## config.mk

```make
export PLATFORM = sky130hd
export DESIGN_NAME = bcd_adder
export DESIGN_NICKNAME = d
export VERILOG_FILES = /design/src/rtl/bcd_pkg.sv /design/src/rtl/bcd_adder_digit_add.sv /design/src/rtl/bcd_adder.sv
export SDC_FILE = /design/constraint.sdc
export NUM_CORES = 1
export LEC_CHECK = 0
export ABC_AREA = 1
export CAP_MARGIN = 20
export CORE_MARGIN = 4
export CORE_UTILIZATION = 43
export CTS_CLUSTER_SIZE = 10
export DETAILED_ROUTE_END_ITERATION = 10
export PLACE_DENSITY = 0.8
export SKIP_LAST_GASP = 1
export SYNTH_ARGS = -nofsm -noshare
export SYNTH_HDL_FRONTEND = slang
export SYNTH_SLANG_ARGS = --single-unit
export TNS_END_PERCENT = 30
```

## constraint.sdc

```tcl
create_clock -name clk -period 4 [get_ports clk]
set_input_delay 0.8 -clock clk [delete_from_list [all_inputs] [get_ports clk]]
set_output_delay 0.8 -clock clk [all_outputs]
set_load 0.1 [all_outputs]
```

## src/rtl/bcd_pkg.sv

```systemverilog
// Shared types and constants for the two-digit BCD adder.
package bcd_pkg;

  localparam int unsigned DIGIT_W = 4;
  localparam int unsigned SUM_W   = DIGIT_W + 1;
  localparam int unsigned CORR_W  = DIGIT_W + 2;

  typedef logic [DIGIT_W-1:0] bcd_digit_t;

  localparam bcd_digit_t BCD_MAX  = 4'd9;
  localparam bcd_digit_t BCD_CORR = 4'd6;

endpackage

```

## src/rtl/bcd_adder_digit_add.sv

```systemverilog
// Combinational single-digit BCD add with decimal correction.
// Optional invalid-digit output is present when BCD_ERR_EN is defined.
module bcd_digit_add
  import bcd_pkg::*;
(
  input  bcd_digit_t a,
  input  bcd_digit_t b,
  input  logic       cin,
  output bcd_digit_t sum_c,
  output logic       cout_c
`ifdef BCD_ERR_EN
  , output logic     invalid_c
`endif
);

  logic [SUM_W-1:0] s;

  // Out-of-range digits go through the same correction; the 6-bit add covers s = 31.
  always_comb begin
    s      = SUM_W'(a) + SUM_W'(b) + SUM_W'(cin);
    sum_c  = DIGIT_W'(s);
    cout_c = 1'b0;
    if (s > SUM_W'(BCD_MAX)) begin
      sum_c  = DIGIT_W'(CORR_W'(s) + CORR_W'(BCD_CORR));
      cout_c = 1'b1;
    end
  end

`ifdef BCD_ERR_EN
  assign invalid_c = (a > BCD_MAX) || (b > BCD_MAX);
`endif

endmodule

```

## src/rtl/bcd_adder.sv

```systemverilog
// Registered two-digit packed-BCD adder (000-198), one-cycle latency.
// Define BCD_ERR_EN to add the registered invalid-digit flag err.
module bcd_adder
  import bcd_pkg::*;
(
  output logic [3:0] Cout,
  output logic [3:0] Ymsd,
  output logic [3:0] Ylsd,
  input  logic [3:0] Amsd,
  input  logic [3:0] Alsd,
  input  logic [3:0] Bmsd,
  input  logic [3:0] Blsd,
  input  logic       clk,
  input  logic       rst
`ifdef BCD_ERR_EN
  , output logic     err
`endif
);

  bcd_digit_t lsd_sum_c;
  bcd_digit_t msd_sum_c;
  logic       c0_c;
  logic       c1_c;

`ifdef BCD_ERR_EN
  logic       lsd_inv_c;
  logic       msd_inv_c;
`endif

  bcd_digit_add u_lsd (
    .a        (Alsd),
    .b        (Blsd),
    .cin      (1'b0),
    .sum_c    (lsd_sum_c),
    .cout_c   (c0_c)
`ifdef BCD_ERR_EN
    , .invalid_c(lsd_inv_c)
`endif
  );

  bcd_digit_add u_msd (
    .a        (Amsd),
    .b        (Bmsd),
    .cin      (c0_c),
    .sum_c    (msd_sum_c),
    .cout_c   (c1_c)
`ifdef BCD_ERR_EN
    , .invalid_c(msd_inv_c)
`endif
  );

  // Reset wins over the sum sampled on the same edge.
  always_ff @(posedge clk) begin
    if (rst) begin
      Cout <= '0;
      Ymsd <= '0;
      Ylsd <= '0;
    end else begin
      Cout <= {3'b000, c1_c};
      Ymsd <= msd_sum_c;
      Ylsd <= lsd_sum_c;
    end
  end

`ifdef BCD_ERR_EN
  always_ff @(posedge clk) begin
    if (rst) err <= 1'b0;
    else     err <= lsd_inv_c | msd_inv_c;
  end
`endif

endmodule

```

==> results.txt <==
----------------------------------------------------
[Final layout]
  Fin cells ... roughly 180
  Post-route cell area ... 0.00127 mm^2
  Layout cell share with drive strength beyond 1 ... 0.301
  Total Nets Final ... 185
  Inserted Diodes ... 0
  Final core utilization ... 0.733
  Area added between synthesis and finish ... 60.9%
  Leading cell types in the layout, fill and taps excluded ... sky130_fd_sc_hd__clkdlybuf4s50_1, sky130_fd_sc_hd__nand2_1, sky130_fd_sc_hd__inv_1
  Most frequent standard cell in the layout excluding fill and tap cells ... sky130_fd_sc_hd__clkdlybuf4s50_1
  Number of filler cells placed in the layout ... 136

[Clock network]
  Clock slew at reported path FFs ... roughly 0.06 ns
  Max Root-Sink Buffers ... 2
  H-tree depth ... 1
  Root buf cell ... sky130_fd_sc_hd__clkbuf_4
  CTS tree ... yes
  TritonCTS Buffers ... 3
  Total clock sinks ... 9

[Power]
  Cell area power density ... about 430 mW/mm^2
  Leakage power ... 0.642 nW
  Power Total ... ~550 uW
  Worst vdd ir ... 0.213 mV

[Setup path]
  Cells along the critical path ... clkdlybuf4s50_1 > inv_1 > fa_2 > ha_4 > nand2_2 > inv_2 > nor2_4 > a21oi_4 > a21oi_2 > fa_2 > inv_2 > fa_2 > inv_2 > ha_4 > inv_2 > nand2_2 > inv_2 > nand2_4 > nand3_2 > nand2_1 > nor2_1
  Data arrival time of the critical path ... 4.04 ns
  Most used cell, CP ... sky130_fd_sc_hd__inv_2
  Worst setup EP type ... register
  Cell at the slowest stage of the critical path ... sky130_fd_sc_hd__fa_2
  Critical path startpoint category ... input port
  Worst path max stage delay ... 0.68 ns
  Worst path required time ... approximately 4.2 ns
  Largest driver fanout on the critical path ... 5
  Critical Setup Path Class ... in2reg

[Place]
  HPWL reported at the end of detailed placement ... 1370 um
  Number of port buffers ... 26
  Total cell area at the placement stage ... ~0.0011 mm^2
  Instance count after placement with tap cells included ... 170
  Routability congestion estimate from global placement ... ~0.75

[Detailed routing]
  Violation count after the first detailed-route iteration ... 21
  Total iterations of the first detailed-routing run ... 4
  Routed wire length ... 2030 um
  Wire per inst ... around 11 um
  Via count normalized by instance count ... roughly 4.8
  Final routed DRC violation total ... 0
  Post-detailed-route count of antenna-violating nets ... 0
  Via count ... between 800 and 900

[Global routing]
  Overflow left after global routing ... 0
  Global-route wire length before repair ... about 2600 um
  Pin count of the biggest net entering global routing ... 7
  Antenna violations before repair ... 0
  Total global routing track utilization ... 0.128
  Via count of the first global-routing pass ... roughly 660

[Synth]
  Post-synthesis cell area ... 787 um^2
  Post-synthesis register bit count ... 9
  Cells after Synth ... 113
  Portion of synthesized cell area occupied by the leading cell type ... 0.229
  Post-synth cell types ... 15
  Yosys top cell by area ... sky130_fd_sc_hd__dfxtp_1
  Average cell area after synthesis ... 6.96 um^2
  Part of the Yosys area used for sequential elements ... 0.229
  Main area contributors after synthesis ... sky130_fd_sc_hd__dfxtp_1, sky130_fd_sc_hd__ha_1, sky130_fd_sc_hd__inv_1
  Number of warnings reported in the yosys synthesis log ... 0

[STA]
  Final Hold Vio Count ... 0
  Number of setup violations in the final report ... 0
  Slew Limit Fails ... 0
  Ratio of final minimum period to clock period ... 0.970
  Minimum period implied by the final worst setup slack ... between 3 and 4 ns
  Setup total negative slack ... 0 ns
  Max Clk Rate ... 258 MHz
  Least-Margin Pin Slew ... ~1 ns
  Max-slew headroom at the worst pin ... 0.342

[Floorplanning]
  Site row count ... 15
  Top Ports ... 30
  Placeable core region ... approximately 0.0017 mm^2
  Horizontal die dimension ... around 51 um
  Starting Density ... 0.456
  Area of the die ... about 0.0026 mm^2
  Die span in y ... slightly above 50 um

[Run status]
  Result of the run ... finished, final reports clean

[Flow run]
  Reported max-cap violation count ... 0

[Worst hold path]
  Class of the tightest hold or removal check ... in2reg

----------------------------------------------------
[cell usage after synthesis]
cell type,number
sky130_fd_sc_hd__a21oi_1,12
sky130_fd_sc_hd__a21oi_4,1
sky130_fd_sc_hd__buf_4,3
sky130_fd_sc_hd__conb_1,1
sky130_fd_sc_hd__dfxtp_1,9
sky130_fd_sc_hd__fa_1,3
sky130_fd_sc_hd__ha_1,10
sky130_fd_sc_hd__inv_1,24
sky130_fd_sc_hd__inv_2,1
sky130_fd_sc_hd__nand2_1,20
sky130_fd_sc_hd__nand2_2,5
sky130_fd_sc_hd__nand2_4,1
sky130_fd_sc_hd__nand3_1,11
sky130_fd_sc_hd__nor2_1,10
sky130_fd_sc_hd__o211ai_1,2
[metrics by stage]
| step | worst slack, ns | hold WS [ns] |
|---|---|---|
| 6_report | 0.118 | 0.979 |
| 4_1_cts | 0.0184 | 1.16 |
| 2_1_floorplan | 0.292 | 0.867 |
| 3_3_place_gp | -0.282 | 1.40 |
| 5_1_grt | -0.0176 | 1.04 |
| 3_5_place_dp | -0.378 | 1.42 |
[kinds of logic after synthesis]
kind of cell	after synthesis	share of synthesized area
other cells	1	0.00476
fa+ha+maj	13	0.235
flops	9	0.229
simple gates	47	0.267
buf+inv	28	0.148
compound gates	15	0.116
[registers in the layout, summed over array words and instances (netlist names)]
signal	cells
Cout	1
Ylsd	4
Ymsd	4
[final timing paths]
path	startpoint	to	slack, ns	depth (start not counted)
worst min-delay path	Alsd[0]	Ylsd[0]	0.98	4
worst max-delay path	Alsd[1]	Ymsd[1]	0.12	21
[worst max-delay path, delay by kind of cell]
kind            cells  cell delay (ns)
compound gates      2             0.21
fa+ha+maj           5             1.76
buf+inv             7             0.85
simple gates        7             0.40
[layer usage]
layer | part of all wire | global-route usage | vias to the layer above | routed length (um)
li1 | - | - | 426 | -
met1 | 0.40 | 0.150 | 388 | 813
met2 | 0.51 | 0.235 | 31 | 1040
met3 | 0.049 | 0.00890 | 8 | 100
met4 | 0.035 | 0.0538 | 0 | 72
met5 | 0 | 0 | - | 0
[cell type report]
type	instances	area, um^2	area share
Sequential cell	9	180	0.142
Inverter	25	93.8	0.0741
Tap cell	25	31.3	0.0247
Timing Repair Buffer	37	348	0.275
Multi-Input combinational cell	78	587	0.463
Clock buffer	4	26.3	0.0208
[repair_timing]
item	in CTS	in global routing
buffers inserted	0	4
hold buffers	0	0
resized for setup	4	27
pin swaps	0	14
setup endpoints to repair	4	4
[power by group]
| part | internal (mW) | switching, mW |
|---|---|---|
| clock network | 0.0383 | 0.0288 |
| registers | 0.106 | 0.00385 |
| logic | 0.123 | 0.249 |
No activity file was read; power rests on OpenSTA's default activity.
